[src/rtl/alu_sequencer.sv]
// alu_sequencer
//   Issues one register-file command at a time to an external combinational
//   8-bit ALU and returns the result through a valid/ready response port.
//   A 4-entry x 8-bit register file supplies operand A and, unless the
//   immediate is selected, operand B. The same register file receives the
//   result on write-back.
//
// Ports
//   clk, rst                     clock, asynchronous active-high reset
//   cmd_valid / cmd_ready        command handshake
//   cmd_op, cmd_srca, cmd_srcb,
//   cmd_dst, cmd_use_imm, cmd_imm command fields
//   alu_a, alu_b, alu_opcode     registered operands/opcode to the ALU
//   alu_out                      combinational ALU result
//   rsp_valid / rsp_ready        response handshake
//   rsp_data, rsp_zero, rsp_err  response payload
//
// Parameter
//   REG_INIT  reset value of every register-file entry
//
// Build option
//   ALU_SEQ_ILLEGAL_CHECK_EN  when defined, opcode 3'b111 is treated as
//   illegal: no write-back, rsp_data = 0, rsp_err = 1. When undefined,
//   rsp_err is tied low and 3'b111 is written back like any other opcode.
//
// state | meaning
// IDLE  | waiting for a command, cmd_ready high
// EXEC  | operands held on the ALU, write-back on the next edge
// RESP  | response held until rsp_ready
module alu_sequencer #(
  parameter logic [7:0] REG_INIT = 8'h00
) (
  input  logic       clk,
  input  logic       rst,
  input  logic       cmd_valid,
  output logic       cmd_ready,
  input  logic [2:0] cmd_op,
  input  logic [1:0] cmd_srca,
  input  logic [1:0] cmd_srcb,
  input  logic [1:0] cmd_dst,
  input  logic       cmd_use_imm,
  input  logic [7:0] cmd_imm,
  output logic [7:0] alu_a,
  output logic [7:0] alu_b,
  output logic [2:0] alu_opcode,
  input  logic [7:0] alu_out,
  output logic       rsp_valid,
  input  logic       rsp_ready,
  output logic [7:0] rsp_data,
  output logic       rsp_zero,
  output logic       rsp_err
);

  typedef enum logic [1:0] {
    IDLE = 2'd0,
    EXEC = 2'd1,
    RESP = 2'd2
  } state_t;

  state_t     state_q, state_d;
  logic [7:0] rf_q [4];
  logic [7:0] rf_d [4];
  logic [7:0] alu_a_q, alu_a_d;
  logic [7:0] alu_b_q, alu_b_d;
  logic [2:0] alu_op_q, alu_op_d;
  logic [1:0] dst_q, dst_d;
  logic [7:0] rsp_data_q, rsp_data_d;

`ifdef ALU_SEQ_ILLEGAL_CHECK_EN
  logic rsp_err_q, rsp_err_d;
`endif

  // Gated by rst so no command can be taken while reset is still asserted.
  assign cmd_ready  = (state_q == IDLE) && !rst;
  assign rsp_valid  = (state_q == RESP);
  assign alu_a      = alu_a_q;
  assign alu_b      = alu_b_q;
  assign alu_opcode = alu_op_q;
  assign rsp_data   = rsp_data_q;
  assign rsp_zero   = (rsp_data_q == 8'h00);

`ifdef ALU_SEQ_ILLEGAL_CHECK_EN
  assign rsp_err = rsp_err_q;
`else
  assign rsp_err = 1'b0;
`endif

  always_comb begin
    state_d    = state_q;
    rf_d       = rf_q;
    alu_a_d    = alu_a_q;
    alu_b_d    = alu_b_q;
    alu_op_d   = alu_op_q;
    dst_d      = dst_q;
    rsp_data_d = rsp_data_q;
`ifdef ALU_SEQ_ILLEGAL_CHECK_EN
    rsp_err_d  = rsp_err_q;
`endif

    case (state_q)
      IDLE: begin
        if (cmd_valid && cmd_ready) begin
          alu_a_d  = rf_q[cmd_srca];
          alu_b_d  = cmd_use_imm ? cmd_imm : rf_q[cmd_srcb];
          alu_op_d = cmd_op;
          dst_d    = cmd_dst;
          state_d  = EXEC;
        end
      end
      EXEC: begin
        // Operands were captured at accept, so a source equal to the
        // destination naturally reads the pre-write value.
`ifdef ALU_SEQ_ILLEGAL_CHECK_EN
        if (alu_op_q == 3'b111) begin
          rsp_data_d = 8'h00;
          rsp_err_d  = 1'b1;
        end else begin
          rf_d[dst_q] = alu_out;
          rsp_data_d  = alu_out;
          rsp_err_d   = 1'b0;
        end
`else
        rf_d[dst_q] = alu_out;
        rsp_data_d  = alu_out;
`endif
        state_d = RESP;
      end
      RESP: begin
        if (rsp_ready) begin
          state_d = IDLE;
        end
      end
      default: state_d = IDLE;
    endcase
  end

  always_ff @(posedge clk or posedge rst) begin
    if (rst) begin
      state_q    <= IDLE;
      rf_q       <= '{default: REG_INIT};
      alu_a_q    <= 8'h00;
      alu_b_q    <= 8'h00;
      alu_op_q   <= 3'b000;
      dst_q      <= 2'd0;
      rsp_data_q <= 8'h00;
`ifdef ALU_SEQ_ILLEGAL_CHECK_EN
      rsp_err_q  <= 1'b0;
`endif
    end else begin
      state_q    <= state_d;
      rf_q       <= rf_d;
      alu_a_q    <= alu_a_d;
      alu_b_q    <= alu_b_d;
      alu_op_q   <= alu_op_d;
      dst_q      <= dst_d;
      rsp_data_q <= rsp_data_d;
`ifdef ALU_SEQ_ILLEGAL_CHECK_EN
      rsp_err_q  <= rsp_err_d;
`endif
    end
  end

endmodule
[config.mk]
export PLATFORM = sky130hd
export DESIGN_NAME = alu_sequencer
export DESIGN_NICKNAME = d
export VERILOG_FILES = /design/src/rtl/alu_sequencer.sv
export SDC_FILE = /design/constraint.sdc
export NUM_CORES = 1
export LEC_CHECK = 0
export ABC_AREA = 1
export BUFFER_PORTS_ARGS = -buffer_cell sky130_fd_sc_hd__buf_4
export CORE_UTILIZATION = 59
export CTS_CLUSTER_DIAMETER = 80
export CTS_CLUSTER_SIZE = 14
export DETAILED_ROUTE_END_ITERATION = 8
export MAX_ROUTING_LAYER = met4
export PLACE_DENSITY_LB_ADDON = 0.15
export SYNTH_ARGS = -nofsm -noshare
export SYNTH_HDL_FRONTEND = slang
export SYNTH_SLANG_ARGS = --single-unit
[constraint.sdc]
create_clock -name clk -period 3.7 [get_ports clk]
set_input_delay 0.37 -clock clk [delete_from_list [all_inputs] [get_ports clk]]
set_output_delay 0.37 -clock clk [all_outputs]
set_load 0.02 [all_outputs]
# Word level (Yosys, flattened, before mapping)
# Index checks and enable logic that the tools add are counted.
word_totals:
  output_inout_bits: 31
  regBits: 63
  inputBits: 30
classes:
  bitwise_logic: 3
  n_eq_ne: 4
  n_mux: 13
  order_cmp: 4
  reduce_logical: 8
op_table:
  columns: ["op", "count"]
  rows:
  - ["8-bit two-way mux", 6]
  - ["8-bit binary-select mux with 2-bit select", 2]
  - ["32-bit bitwise mux", 1]
  - ["8-bit demux with 2-bit select", 1]
  - ["3-bit greater-or-equal comparator, second input constant", 3]
  - ["2-bit inverter with 3-bit output", 3]
  - ["8-bit zero test", 1]
  - ["2-bit case mux with 3 select lines", 1]
  - ["2-bit two-way mux", 2]
  - ["2-bit by 1-bit inequality test with 1-bit output, second input constant", 2]
  - ["2-bit AND reduction", 2]
  - ["1-bit logical AND", 3]
  - ["3-bit by 1-bit less-than comparator with 1-bit output, second input constant", 1]
  - ["2-bit by 1-bit == test with 1-bit output, second input constant", 1]
  - ["2-bit == test, second input constant", 1]
  - ["2-bit zero test", 1]
  - ["1-bit zero test", 1]

# Longest topological paths before layout
depth:
  ltp_word: 6
  ltp_mapped: 9
  depth_no_buf: 7

# Worst setup path after synthesis
# Ideal clock, no wire load.
synth_path:
  path_type: "input to register"
  from: "input rst"
  to: "register alu_a_q[0], in the netlist alu_a[0]"
  t_required_ps: 3635
  t_arrival_ps: 1821
  setup_slack_ps: 1814
  stages: 6
  setup_ps: 65
  n_path_buf: 1
  cell_sequence: "inv_2 > nand4_4 > inv_2 > buf_2 > nand2_1 > nand2_1"
synth_via:
  elab_chain_cells: 4
synth_lines:
  columns: ["element", "line_no", "source"]
  rows:
  - ["from (decl)", "34", "input logic rst,"]
  - ["1-bit zero test (no line)", null, null]
  - ["1-bit logical AND", "74", "assign cmd_ready = (state_q == IDLE) && !rst;"]
  - ["1-bit logical AND", "102", "if (cmd_valid && cmd_ready) begin"]
  - ["2-bit AND reduction (no line)", null, null]
  - ["to (signal assigned)", "152", "alu_a_q <= alu_a_d;"]
  - ["to (decl)", "63", "logic [7:0] alu_a_q, alu_a_d;"]
# Every way passes these cells.
# A chain may end at the register's enable or synchronous reset.

# Final worst setup path
layout_path:
  from: "register rsp_data_q[7], in the netlist rsp_data[7]"
  to: "output rsp_zero"
layout_via:
  elab_chain_cells: 1
layout_lines:
  columns: ["element", "line_no", "source"]
  rows:
  - ["from (decl)", "67", "logic [7:0] rsp_data_q, rsp_data_d;"]
  - ["from (signal assigned)", "156", "rsp_data_q <= rsp_data_d;"]
  - ["8-bit zero test", "80", "assign rsp_zero = (rsp_data_q == 8'h00);"]
  - ["to (decl)", "50", "output logic rsp_zero,"]
# Every way passes these cells.

==> impl_results.md <==
* Status: completed
* Initial antenna violation count at 0
* LEAKAGE at about 0.0020 µW
* Initial Util at approximately 62%
* Placeable Area at ~5200 µm²
* Post-CTS Setup Inserts at 0
* Min cycle time layout at between 1.5 and 2 ns
* Die H at 75.7 µm
* Crit. Startpoint: rsp_data[7]
* Num ports at between 60 and 70
* First-pass GRT wire length at approximately 12,000 µm
* Post-Syn Area per Cell at a little under 8 µm²
* Clk Latency, worst-skew pair at approximately 0.34 ns
* Yosys warns at 0
* Port buffer count at between 50 and 60
* RR Startpoint: state_q[1]
* Root Buffer: clkbuf_8
* First-pass iteration count of the detailed router at 5
* Max Fanout on Critical Path at 2
* Unrepaired setup endpoints after global routing: no
* Post-CTS Hold Fix Bufs at 0
* Max stage delay cell, worst path: dfrtp_1
* Post-route ant nets at 0
* Final period utilization at a little over two fifths
* Final Instance Area at approximately 3800 µm²
* Post-synthesis sequential area ratio at 49.1%
* Die width at about 76 µm
* Hold WC Path Type: input pin to flop
* Max cap viols at 0
* Residual DRC count at 0
* Max stage delay on crit path at approximately 0.39 ns
* Worst Path Required at about 3.3 ns
* Drt via density at 5.07
* Cts bufs inserted at 9
* Global route overflow at 0
* Gr usage total at 28.5%
* Crit. End Element: primary output
* Worst path cell trace: inv_1 > nand4_1 > nor2_1 > buf_4
* Fin nets at ~500
* Fmax at about 630 MHz
* Area post-placement at about 3600 µm²
* Startpoint type of the worst setup path: flop
* Clock skew at around 0.0089 ns
* Final hold vios at 0
* Crit path DAT at approximately 1.2 ns
* Mapped Area at 3210 µm²
* Layout cells sized above 1 at 23.0%
* Final RePlAce weighted congestion at approximately 0.85
* Die Area at about 5700 µm²
* Peak supply drop at ~0.43 mV
* Total number of vias at between 2,000 and 3,000
* Row count at 26
* Synth area leader: dfrtp_1
* Area share of the largest cell type after synthesis at approximately 49%
* Hold_sp: rsp_ready
* Worst slew margin at ~49%
* Setup tns final at 0 ns
* CTS Sinks at between 60 and 70
* Net count after synthesis at about 450
* Yosys reg bits at 63
* Area delta synth->final at 18.6%
* Least-Margin Pin Slew at ~0.77 ns
* Final setup vio count at 0
* Syn Inst Count at 417
* Max-slew violations at 0
* CTS tree: yes
* Wire per inst at about 13 µm
* CP Class: flop to primary output
* Pin count of the biggest net entering global routing at between 60 and 70
* Clock transition at path regs at around 0.07 ns
* Top post-synthesis cells by area: dfrtp_1 (49%), nand2_1 (20%), o21ai_2 (6.6%)
* Number of antenna diodes at 0
* Drt total wl at between 6000 and 7000 µm
* Fillcell total at between 400 and 500
* Power per Cell Area at 709 nW/µm²
* DRT iter0 DRCs at around 330
* Post-CTS sizing at 0
* Library cells used by synthesis at 20
* H-Tree Depth at 3
* Vias in the first global route at ~2,400
* DP Wirelength at approximately 5000 µm
* Clk buf depth at 2
## critical path: cells and delay by family (launching register included)
| family | cells | cell delay, ns |
|---|---|---|
| AND/OR/NAND/NOR | 2 | 0.26 |
| buffers and inverters | 2 | 0.23 |
| flip-flops | 1 | 0.39 |
## synth_stat cells
library cell  number
o21ai_2           24
clkbuf_1           3
nand3_1           17
o21bai_1           1
nand3_4            3
nor2_1            50
buf_6              4
dfrtp_1           63
inv_1             30
nand4_4            1
nand4_1            2
o21ai_0           18
buf_2             11
conb_1             1
nand2_1          172
nor2_4             1
o21ai_1            8
nand3_2            1
inv_2              6
buf_4              1
## layout by cell type, fill, tap and decap left out
cell / count
o21bai_1: 1
nand3_4: 3
o21ai_1: 8
nand3_1: 17
buf_4: 60
clkbuf_1: 2
o21ai_0: 18
o21ai_2: 24
inv_1: 30
clkbuf_8: 9
nand2_1: 172
inv_2: 6
clkinv_2: 2
clkinvlp_4: 1
dfrtp_1: 63
nand4_1: 2
nor2_4: 1
nand3_2: 1
nand4_4: 1
bufinv_16: 1
conb_1: 1
nor2_1: 50
## kinds of logic (layout without fill, tap and decap cells)
group	Yosys count	count (layout)	share of synthesized area, %
AO/OA/AOI/OAI	51	51	10.8
AND/OR/NAND/NOR	247	247	32.0
other	1	1	0.117
flip-flops	63	63	49.1
buffers and inverters	55	111	7.92
## flip-flops by register name, summed over array words and instances (netlist names)
name,count
alu_a,8
state_q,2
rsp_data,8
rf_q,32
dst_q,2
alu_b,8
alu_opcode,3
## final cells by class
type / count / area, µm² / share of cell area (%)
flip-flops and latches: 63 / 1580 / 41.4
multi-input cells: 299 / 1380 / 36.2
repair buffers: 60 / 450 / 11.8
inverters: 36 / 135 / 3.55
clock buffers: 11 / 131 / 3.45
well taps: 70 / 87.6 / 2.30
clock inverters: 4 / 47.5 / 1.25
## per-stage QoR
step                      instances  utilization (%)  power [µW]  hold slack, ns  worst slack (ns)
after floorplan                 417                -        1800           0.466              1.81
after global placement          528             70.1        2080           0.463              2.17
after detailed placement        528             70.1        2130           0.466              2.12
after CTS                       543             73.6        2710           0.187              2.10
after global routing            543             73.6        2890           0.183              1.82
final                           543             73.6        2700           0.193              2.12
## power breakdown
part,internal [µW],switching [µW]
clock network,305,260
logic,392,534
registers,971,236
## routing by layer
| layer | share of wire, % | GRT usage (%) | up-vias |
|---|---|---|---|
| li1 | - | - | 1395 |
| met1 | 47 | 40.2 | 1230 |
| met2 | 45 | 40.3 | 111 |
| met3 | 5.9 | 6.08 | 15 |
| met4 | 1.8 | 10.9 | 0 |
| met5 | 0 | - | - |
## final timing paths
check | cells after the start | slack [ns] | to
worst max-delay path | 4 | 2.12 | rsp_zero
worst min-delay path | 2 | 0.19 | state_q[1]
worst min register to register | 2 | 0.48 | alu_b[2]
max in group asynchronous | 3 | 2.87 | rf_q[9]
worst max register to register | 4 | 2.12 | rf_q[29]
min in group asynchronous | 3 | 0.33 | alu_opcode[0]
No activity file was read; power rests on OpenSTA's default activity.
